===== src/rtl/sprite_pkg.sv =====
// Shared types and constants for the sprite compositor: object descriptor,
// shape encoding, background colour constants and a small distance helper.
package sprite_pkg;

   // Widths the object descriptor is built from; the top-level defaults follow these.
   localparam int PKG_COORD_W = 10;
   localparam int PKG_COLOR_W = 8;

   typedef enum logic {
      SHP_SQUARE = 1'b0,
      SHP_CIRCLE = 1'b1
   } shape_e;

   typedef struct packed {
      logic                     en;
      shape_e                   shape;
      logic [PKG_COORD_W-1:0]   x;
      logic [PKG_COORD_W-1:0]   y;
      logic [PKG_COORD_W-1:0]   size;
      logic [3*PKG_COLOR_W-1:0] rgb;
   } obj_t;

   localparam logic [7:0] BG_RED       = 8'h3F;
   localparam logic [7:0] BG_GREEN     = 8'h00;
   localparam logic [7:0] BG_BLUE_BASE = 8'h3F;

   // |a - b| computed one bit wider than the coordinates so an object hanging
   // off either screen edge never aliases back onto the visible area.
   function automatic logic [PKG_COORD_W:0] abs_diff(input logic [PKG_COORD_W-1:0] a,
                                                     input logic [PKG_COORD_W-1:0] b);
      logic signed [PKG_COORD_W:0] d;
      d = $signed({1'b0, a}) - $signed({1'b0, b});
      return d[PKG_COORD_W] ? $unsigned(-d) : $unsigned(d);
   endfunction

endpackage


===== src/rtl/obj_hit_test.sv =====
// Per-object hit tester: first two pipeline stages for one object.
// Stage 1 registers the distance magnitudes, stage 2 registers the hit bit.
// The object's enable, shape and colour travel alongside the pixel so a
// shadow-register swap in mid-flight cannot mix old and new object state.
module obj_hit_test
   import sprite_pkg::*;
(
   input  logic                     clk,
   input  logic                     reset,
   input  obj_t                     obj,
   input  logic [PKG_COORD_W-1:0]   draw_x,
   input  logic [PKG_COORD_W-1:0]   draw_y,
   output logic                     hit,
   output logic [3*PKG_COLOR_W-1:0] rgb
);

   localparam int W  = PKG_COORD_W;
   localparam int PW = 2*W + 3;

   logic [W:0]               abs_dx_d;
   logic [W:0]               abs_dy_d;
   logic [W-1:0]             size_d;
   logic                     en_d;
   shape_e                   shape_d;
   logic [3*PKG_COLOR_W-1:0] rgb_d;

   logic [PW-1:0]            dx_sq;
   logic [PW-1:0]            dy_sq;
   logic [PW-1:0]            size_sq;
   logic                     circle_in;
   logic                     square_in;

   // Stage 1: capture distance magnitudes plus the object state this pixel sees.
   always_ff @(posedge clk) begin
      if (reset) begin
         abs_dx_d <= '0;
         abs_dy_d <= '0;
         size_d   <= '0;
         en_d     <= 1'b0;
         shape_d  <= SHP_SQUARE;
         rgb_d    <= '0;
      end else begin
         abs_dx_d <= abs_diff(draw_x, obj.x);
         abs_dy_d <= abs_diff(draw_y, obj.y);
         size_d   <= obj.size;
         en_d     <= obj.en;
         shape_d  <= obj.shape;
         rgb_d    <= obj.rgb;
      end
   end

   // Stage 2 geometry: both shape tests in parallel, wide enough that squares never overflow.
   always_comb begin
      dx_sq     = PW'(abs_dx_d) * PW'(abs_dx_d);
      dy_sq     = PW'(abs_dy_d) * PW'(abs_dy_d);
      size_sq   = PW'(size_d) * PW'(size_d);
      circle_in = (dx_sq + dy_sq) <= size_sq;
      square_in = (abs_dx_d <= {1'b0, size_d}) && (abs_dy_d <= {1'b0, size_d});
   end

   // Stage 2 register: a disabled object never reports a hit.
   always_ff @(posedge clk) begin
      if (reset) begin
         hit <= 1'b0;
         rgb <= '0;
      end else begin
         hit <= en_d && ((shape_d == SHP_CIRCLE) ? circle_in : square_in);
         rgb <= rgb_d;
      end
   end

endmodule


===== src/rtl/sprite_compositor.sv =====
// Pipelined multi-object pixel colouriser between the VGA controller and the DAC.
// Holds the double-buffered object state, the per-object hit testers, the
// valid/gradient delay line and the final priority mux with background gradient.
module sprite_compositor
   import sprite_pkg::*;
#(
   parameter int N_OBJ   = 4,
   parameter int COORD_W = PKG_COORD_W,
   parameter int COLOR_W = PKG_COLOR_W,
   parameter int GRAD_SH = 3,
   localparam int ID_W   = (N_OBJ > 1) ? $clog2(N_OBJ) : 1
)(
   input  logic                       Clk,
   input  logic                       Reset,
   input  logic                       frame_start,
   input  logic [N_OBJ-1:0]           obj_en,
   input  logic [N_OBJ-1:0]           obj_shape,
   input  logic [N_OBJ*COORD_W-1:0]   obj_x,
   input  logic [N_OBJ*COORD_W-1:0]   obj_y,
   input  logic [N_OBJ*COORD_W-1:0]   obj_size,
   input  logic [N_OBJ*3*COLOR_W-1:0] obj_rgb,
   input  logic                       pix_valid,
   input  logic [COORD_W-1:0]         DrawX,
   input  logic [COORD_W-1:0]         DrawY,
   output logic [COLOR_W-1:0]         Red,
   output logic [COLOR_W-1:0]         Green,
   output logic [COLOR_W-1:0]         Blue,
   output logic                       pix_valid_o,
   output logic                       hit,
   output logic [ID_W-1:0]            hit_id
);

   localparam int GRAD_W = COORD_W - GRAD_SH;

   obj_t                 shadow [N_OBJ];
   logic [N_OBJ-1:0]     hit_vec;
   logic [3*COLOR_W-1:0] obj_rgb_d2 [N_OBJ];

   logic                 valid_d1;
   logic                 valid_d2;
   logic [GRAD_W-1:0]    grad_d1;
   logic [GRAD_W-1:0]    grad_d2;

   logic                 any_hit;
   logic [ID_W-1:0]      win_id;
   logic [3*COLOR_W-1:0] win_rgb;
   logic [COLOR_W-1:0]   bg_blue;

   // Shadow object set: swapped only on frame_start so a frame never tears.
   always_ff @(posedge Clk) begin
      if (Reset) begin
         for (int k = 0; k < N_OBJ; k++) begin
            shadow[k] <= '0;
         end
      end else if (frame_start) begin
         for (int k = 0; k < N_OBJ; k++) begin
            shadow[k].en    <= obj_en[k];
            shadow[k].shape <= shape_e'(obj_shape[k]);
            shadow[k].x     <= obj_x[k*COORD_W +: COORD_W];
            shadow[k].y     <= obj_y[k*COORD_W +: COORD_W];
            shadow[k].size  <= obj_size[k*COORD_W +: COORD_W];
            shadow[k].rgb   <= obj_rgb[k*3*COLOR_W +: 3*COLOR_W];
         end
      end
   end

   genvar g;
   generate
      for (g = 0; g < N_OBJ; g++) begin : g_obj
         obj_hit_test u_hit (
            .clk    (Clk),
            .reset  (Reset),
            .obj    (shadow[g]),
            .draw_x (DrawX),
            .draw_y (DrawY),
            .hit    (hit_vec[g]),
            .rgb    (obj_rgb_d2[g])
         );
      end
   endgenerate

   // Delay line for pixel valid and the gradient slice of DrawX, matched to the hit testers.
   always_ff @(posedge Clk) begin
      if (Reset) begin
         valid_d1 <= 1'b0;
         valid_d2 <= 1'b0;
         grad_d1  <= '0;
         grad_d2  <= '0;
      end else begin
         valid_d1 <= pix_valid;
         valid_d2 <= valid_d1;
         grad_d1  <= DrawX[COORD_W-1:GRAD_SH];
         grad_d2  <= grad_d1;
      end
   end

   // Priority encoder: scanning downward lets the lowest hitting index win.
   always_comb begin
      any_hit = 1'b0;
      win_id  = '0;
      win_rgb = '0;
      for (int k = N_OBJ-1; k >= 0; k--) begin
         if (hit_vec[k]) begin
            any_hit = 1'b1;
            win_id  = ID_W'(k);
            win_rgb = obj_rgb_d2[k];
         end
      end
   end

   // Background blue ramp darkens left to right and wraps modulo the channel width.
   always_comb begin
      bg_blue = COLOR_W'(BG_BLUE_BASE) - COLOR_W'(grad_d2);
   end

   // Stage 3 output register: object colour on a hit, background otherwise.
   always_ff @(posedge Clk) begin
      if (Reset) begin
         Red         <= '0;
         Green       <= '0;
         Blue        <= '0;
         pix_valid_o <= 1'b0;
         hit         <= 1'b0;
         hit_id      <= '0;
      end else begin
         pix_valid_o <= valid_d2;
         hit         <= any_hit;
         hit_id      <= win_id;
         if (any_hit) begin
            Red   <= win_rgb[3*COLOR_W-1 -: COLOR_W];
            Green <= win_rgb[2*COLOR_W-1 -: COLOR_W];
            Blue  <= win_rgb[COLOR_W-1:0];
         end else begin
            Red   <= COLOR_W'(BG_RED);
            Green <= COLOR_W'(BG_GREEN);
            Blue  <= bg_blue;
         end
      end
   end

endmodule


===== config.mk =====
export PLATFORM = sky130hd
export DESIGN_NAME = sprite_compositor
export DESIGN_NICKNAME = d
export VERILOG_FILES = /design/src/rtl/sprite_pkg.sv /design/src/rtl/obj_hit_test.sv /design/src/rtl/sprite_compositor.sv
export SDC_FILE = /design/constraint.sdc
export NUM_CORES = 2
export LEC_CHECK = 0
export ABC_AREA = 1
export CORE_UTILIZATION = 55
export DETAILED_ROUTE_END_ITERATION = 12
export MAX_ROUTING_LAYER = met4
export PLACE_DENSITY = 0.7
export SLEW_MARGIN = 20
export SYNTH_ARGS = -nofsm -noshare
export SYNTH_HDL_FRONTEND = slang
export SYNTH_HIERARCHICAL = 1
export SYNTH_SLANG_ARGS = --single-unit

===== constraint.sdc =====
create_clock -name Clk -period 8.1 [get_ports Clk]
set_input_delay 0.81 -clock Clk [delete_from_list [all_inputs] [get_ports Clk]]
set_output_delay 0.81 -clock Clk [all_outputs]
set_load 0.02 [all_outputs]

# After elaboration in Yosys (flattened, before gate mapping)
# Memories as Yosys holds them, arrays and structs flattened.
# Cells that the tools add are included.
dict set report word_totals {
  elab_cells 204
  ramBits 224
  out_inout_bits 28
  ff_bits 376
  inputBits 248
  memories 1
}
dict set report op_classes {
  muxes 54
  n_mul 12
  n_reduce_logical 19
  n_bitwise 33
  magnitude_cmp 12
  addsub 21
}
# name depth width rd rd_ports_with_merged_regs wr line
set mem_list {}
lappend mem_list {shadow 4 56 4 0 4 sprite_compositor.sv:35} ;# obj_t shadow [N_OBJ];
# operator count
set ops {}
lappend ops {{$mux 10} 20}
lappend ops {{$mux 24} 8}
lappend ops {{$mul 11x11->22} 8}
lappend ops {{$add 22x22->23} 4}
lappend ops {{$le 23x20->1} 4}
lappend ops {{$le 11x10->1} 8}
lappend ops {{$neg 11->11} 8}
lappend ops {{$sub 10x10->11} 8}
lappend ops {{$mul 10x10->20} 4}
lappend ops {{$or 1x1->1} 24}
lappend ops {{$mux 1} 22}
lappend ops {{$reduce_or 2->1} 10}
lappend ops {{$not 1->1} 9}
lappend ops {{$logic_and 1x1->1} 8}
lappend ops {{$mux 8} 1}
lappend ops {{$sub 6x7->8 const A} 1}
lappend ops {{$mux 6} 1}
lappend ops {{$mux 2} 2}
lappend ops {{$reduce_or 3->1} 1}

# Logic depth before layout (Yosys ltp)
dict set report depth {
  word_depth 6
  depth_mapped 39
  ltp_nobuf 38
}

# Cells and area by module
# Netlist, hierarchy kept.
# mod area_each_um2 cells_per_inst n_inst seq_area_each_um2
set by_module_without_submodules {}
lappend by_module_without_submodules {{obj_hit_test (g_obj[1].u_hit)} 14645.3 1935 1 1661.6}
lappend by_module_without_submodules {{obj_hit_test (g_obj[2].u_hit)} 14612.8 1921 1 1661.6}
lappend by_module_without_submodules {{obj_hit_test (g_obj[3].u_hit)} 14586.5 1928 1 1661.6}
lappend by_module_without_submodules {{obj_hit_test (g_obj[0].u_hit)} 14545.2 1912 1 1661.6}
lappend by_module_without_submodules {sprite_compositor 10749.1 981 1 7607.3}

# Least setup slack after synthesis
# OpenSTA, ideal clock, no wires.
dict set report synth_timing {
  path_type {register to register}
  startpoint {register g_obj[1].u_hit.abs_dy_d[2]}
  endpoint {register g_obj[1].u_hit.hit}
  slack_ns 1.396
  setup_time_ns 0.070
  required_ns 8.030
  t_arrival_ns 6.635
  path_buffers 1
  synth_period_minus_slack_ns 6.704
  path_stages_with_launch 35
  cell_sequence {dfxtp_1 clkbuf_1 nand2_1 fa_1 inv_1 fa_1 inv_1 fa_1 inv_1 fa_1 fa_1 fa_1 inv_1 fa_1 inv_1 ha_1 nand2_1 inv_1 nand2_1 nand2_1 nand2_1 nand2_1 a21oi_1 o211a_1 xor2_1 ha_1 nand2_1 nor2_1 a211oi_1 nand2_1 nand2_1 nand2_1 nand2_1 nand2_1 a21oi_1}
}
dict set report synth_via {
  elab_chain_cells 5
  word_cells_on_any_way 7
  cone_classes {add/sub: 1; mul: 1; order compare: 2; mux: 1; reduce/logical: 2}
}
# item line
set synth_lines {}
lappend synth_lines {{from (decl)} obj_hit_test.sv:21} ;# logic [W:0] abs_dy_d;
lappend synth_lines {{from (signal assigned)} obj_hit_test.sv:44} ;# abs_dy_d <= abs_diff(draw_y, obj.y);
lappend synth_lines {{$mul 11x11->22} obj_hit_test.sv:55} ;# dy_sq = PW'(abs_dy_d) * PW'(abs_dy_d);
lappend synth_lines {{$add 22x22->23} obj_hit_test.sv:57} ;# circle_in = (dx_sq + dy_sq) <= size_sq;
lappend synth_lines {{$le 23x20->1} obj_hit_test.sv:57}
lappend synth_lines {{$mux 1 *} obj_hit_test.sv:67} ;# hit <= en_d && ((shape_d == SHP_CIRCLE) ? circle_in : square_in);
lappend synth_lines {{$logic_and 1x1->1 *} obj_hit_test.sv:67}
lappend synth_lines {{to (signal assigned)} obj_hit_test.sv:67}
lappend synth_lines {{to (decl)} obj_hit_test.sv:13} ;# output logic hit,
# Every way passes the cells marked *; elsewhere a longest branch is shown, timed or not.
# A chain may end at the register's enable or synchronous reset.

# Worst setup path after layout
dict set report layout_timing {
  startpoint {register g_obj[1].u_hit.abs_dy_d[7]}
  endpoint {register g_obj[1].u_hit.hit}
}
# The elaborated chain is that of the path after synthesis.

==> reports/summary.txt <==
final period utilization: 89.8%
placed cells: 10,396
VDD IR max: 491 uV
Ports: 276
post-route insts no fill: 10,539
fillcell total: 10,964
Final Hold Vio Count: 0
Hold-fix buffers, CTS: 0
I/O Buffers: 275
Setup TNS: 0 ps
clock latency on the worst-skew pair: 670 ps
clk root buf: clkbuf_16
max-slew violations: 0
initial core utilization: 55.7%
Area Overhead vs Synth: 9.45%
CTS Sinks: 600
crit path to: g_obj[1].u_hit/hit$_SDFF_PP0_
Max Cap Viol: 0
Post-synth top flop: dfxtp_1
Critical Path Fanout Max: 12
initial antenna violation count: 19
register area: 14,300 um2
Pwr Density: 361 nW/um2
most frequent cells in the layout: inv_1, nand2_1, fa_1, ha_1, nor2_1
Net count, final: 10,753
Static Leak: 43.0 nW
die area: 127,000 um2
number of synthesized flops with an enable pin: 224
layout cells sized above 1: 3.26%
Global Route Usage Sum: 28.7%
# H-tree levels: 3
worst reg2reg path endpoint: g_obj[1].u_hit/hit$_SDFF_PP0_
Slowest-stage cell, CP: dfxtp_1
hold path startpoint: g_obj[2].u_hit/rgb_d[7]$_SDFF_PP0_
total vias in the final route: 52,596
Slew @ Worst Pin: 1040 ps
Critical Path RT: 8730 ps
RSZ-0062 raised after global routing: no
drc violations: 0
origin of the critical flop-to-flop path: g_obj[1].u_hit/abs_dy_d[7]$_SDFF_PP0_
final-report setup violation count: 0
syn_nets: 10,599
cell mode on critical path: nand2_1
vias in the first global route: 54,715
Avg Inst Size Synth: 7.97 um2
highest clock rate: 137 MHz
Worst-path clk slew: 70 ps
Detailed Route WL: 171,000 um
CP arrival: 7900 ps
Antenna Violating Nets Remaining: 0
Rel. slew slack: 30.8%
drt pass-1 iters: 6
die width: 357 um
Largest stage delay, worst path: 710 ps
post-layout min period: 7270 ps
Startpoint Class: flop
Total Power: 0.0273 W
Initial DRC Count: 3,266
synth warn: 6
synth unique cells: 63
setup bufs post-CTS: 0
DP HPWL: 140,000 um
hold slack: 375 ps
Cell Area, Synth: 69,100 um2
R2R setup slack: 830 ps
R2R cell count: 31
Syn Inst Count: 8,677
cts repair resizes: 0
core area: 124,000 um2
Hold Crit Class: flop to flop
Seq/Total Area, Yosys: 20.6%
Die Ht: 357 um
crit path kind: flop to flop
asr flop ratio synth: 0%
Critical Path End Type: flop
TritonCTS clock tree: built
total CTS buffers: 70
FF+latch count, synth: 600
status: complete, no violations
routability cong.: 0.951
largest net degree at the start of global routing: 153
Core Util, Final: 61.0%
skew final: 62.2 ps
area occupied by multi-input gates: 44,200 um2
leading cell type in the layout, fill and taps excluded: inv_1
CTS Buffer Depth: 3
grt total ovfl: 0
wire per inst: 16.2 um
CP startpoint: g_obj[1].u_hit/abs_dy_d[7]$_SDFF_PP0_
first-pass GRT wire length: 280,000 um
vias per std cell: 4.99
Row Count: 129
area by class of cell:
class | instances | share of cell area [%]
Clock inverter | 28 | 0.532
Inverter | 2581 | 12.8
Antenna cell | 16 | 0.0529
Tap cell | 1637 | 2.71
Multi-Input combinational cell | 5277 | 58.4
Timing Repair Buffer | 301 | 3.94
Clock buffer | 99 | 2.70
Sequential cell | 600 | 18.8
routing by layer:
layer	vias up	share of wire [%]	global-route usage, %
met1	25206	45	37.8
met5	-	0	-
met4	0	2.8	7.73
li1	25923	-	-
met2	1251	47	46.3
met3	216	5.4	3.84
state kept, by name, indices dropped and copies added, names as in the netlist, 2 cells and up:
| name | flops |
|---|---|
| Red | 8 |
| Blue | 8 |
| g_obj.u_hit/rgb | 96 |
| g_obj.u_hit/abs_dx_d | 44 |
| g_obj.u_hit/abs_dy_d | 44 |
| g_obj.u_hit/shape_d | 4 |
| g_obj.u_hit/size_d | 40 |
| hit_id | 2 |
| grad_d2 | 7 |
| g_obj.u_hit/rgb_d | 96 |
| grad_d1 | 7 |
| shadow | 224 |
| Green | 8 |
| g_obj.u_hit/hit | 4 |
| g_obj.u_hit/en_d | 4 |
stage by stage:
step	instance area (um2)	worst slack, ps
floorplan	69100	1400
global placement	73200	944
detailed placement	73200	827
CTS	75600	809
global route	75700	363
finish	75700	826
power by group:
group          total [W]  switching [W]  leakage [nW]  internal, W
Combinational     0.0202         0.0122          36.3      0.00798
Sequential       0.00378       0.000403          5.51      0.00338
Clock            0.00332        0.00144          1.18      0.00188
Total             0.0273         0.0141          43.0       0.0132
worst max-delay path: cells and delay by family (launching register included):
kind | cells | cell delay (ps)
adders and majority gates | 9 | 4310
and+or+nand+nor | 12 | 1070
DFF | 1 | 710
AOI/OAI and AO/OA | 4 | 660
buffers and inverters | 5 | 270
xor gates and xnor gates | 1 | 200
cell usage after synthesis (32+ instances only):
cell | n | share of area [%]
nand2_1 | 1570 | 8.5
o21ai_1 | 32 | 0.23
fa_1 | 858 | 25
xnor2_1 | 100 | 1.3
nor2_1 | 784 | 4.3
xor2_1 | 102 | 1.3
a21oi_1 | 280 | 2.0
nand3_1 | 213 | 1.5
clkbuf_1 | 170 | 0.92
inv_1 | 2550 | 14
nor3_1 | 53 | 0.38
nand2_2 | 42 | 0.38
edfxtp_1 | 224 | 9.7
a21o_1 | 34 | 0.37
dfxtp_1 | 376 | 11
o21ai_0 | 102 | 0.74
ha_1 | 816 | 15
nand4_1 | 72 | 0.65
cells by family (layout without fill, tap and decap cells):
family,count (synthesis),in the layout,share of synthesized area (%)
AOI/OAI and AO/OA,576,576,4.91
DFF,600,600,20.6
buffers and inverters,2800,3009,15.5
other,0,16,0
xor gates and xnor gates,203,203,2.58
and+or+nand+nor,2824,2824,16.8
adders and majority gates,1674,1674,39.6
worst min path at each step:
stage / endpoint / slack (ps) / cells past startpoint
floorplan: g_obj[0].u_hit/rgb[0]$_SDFF_PP0_ / 390 / 2
global placement: grad_d2[0]$_SDFF_PP0_ / 390 / 2
detailed placement: g_obj[0].u_hit/rgb[18]$_SDFF_PP0_ / 390 / 2
CTS: g_obj[2].u_hit/rgb[5]$_SDFF_PP0_ / 360 / 2
global route: g_obj[2].u_hit/rgb[5]$_SDFF_PP0_ / 380 / 2
finish: g_obj[2].u_hit/rgb[7]$_SDFF_PP0_ / 370 / 2
Note: power is estimated with default switching activity, not from simulation.
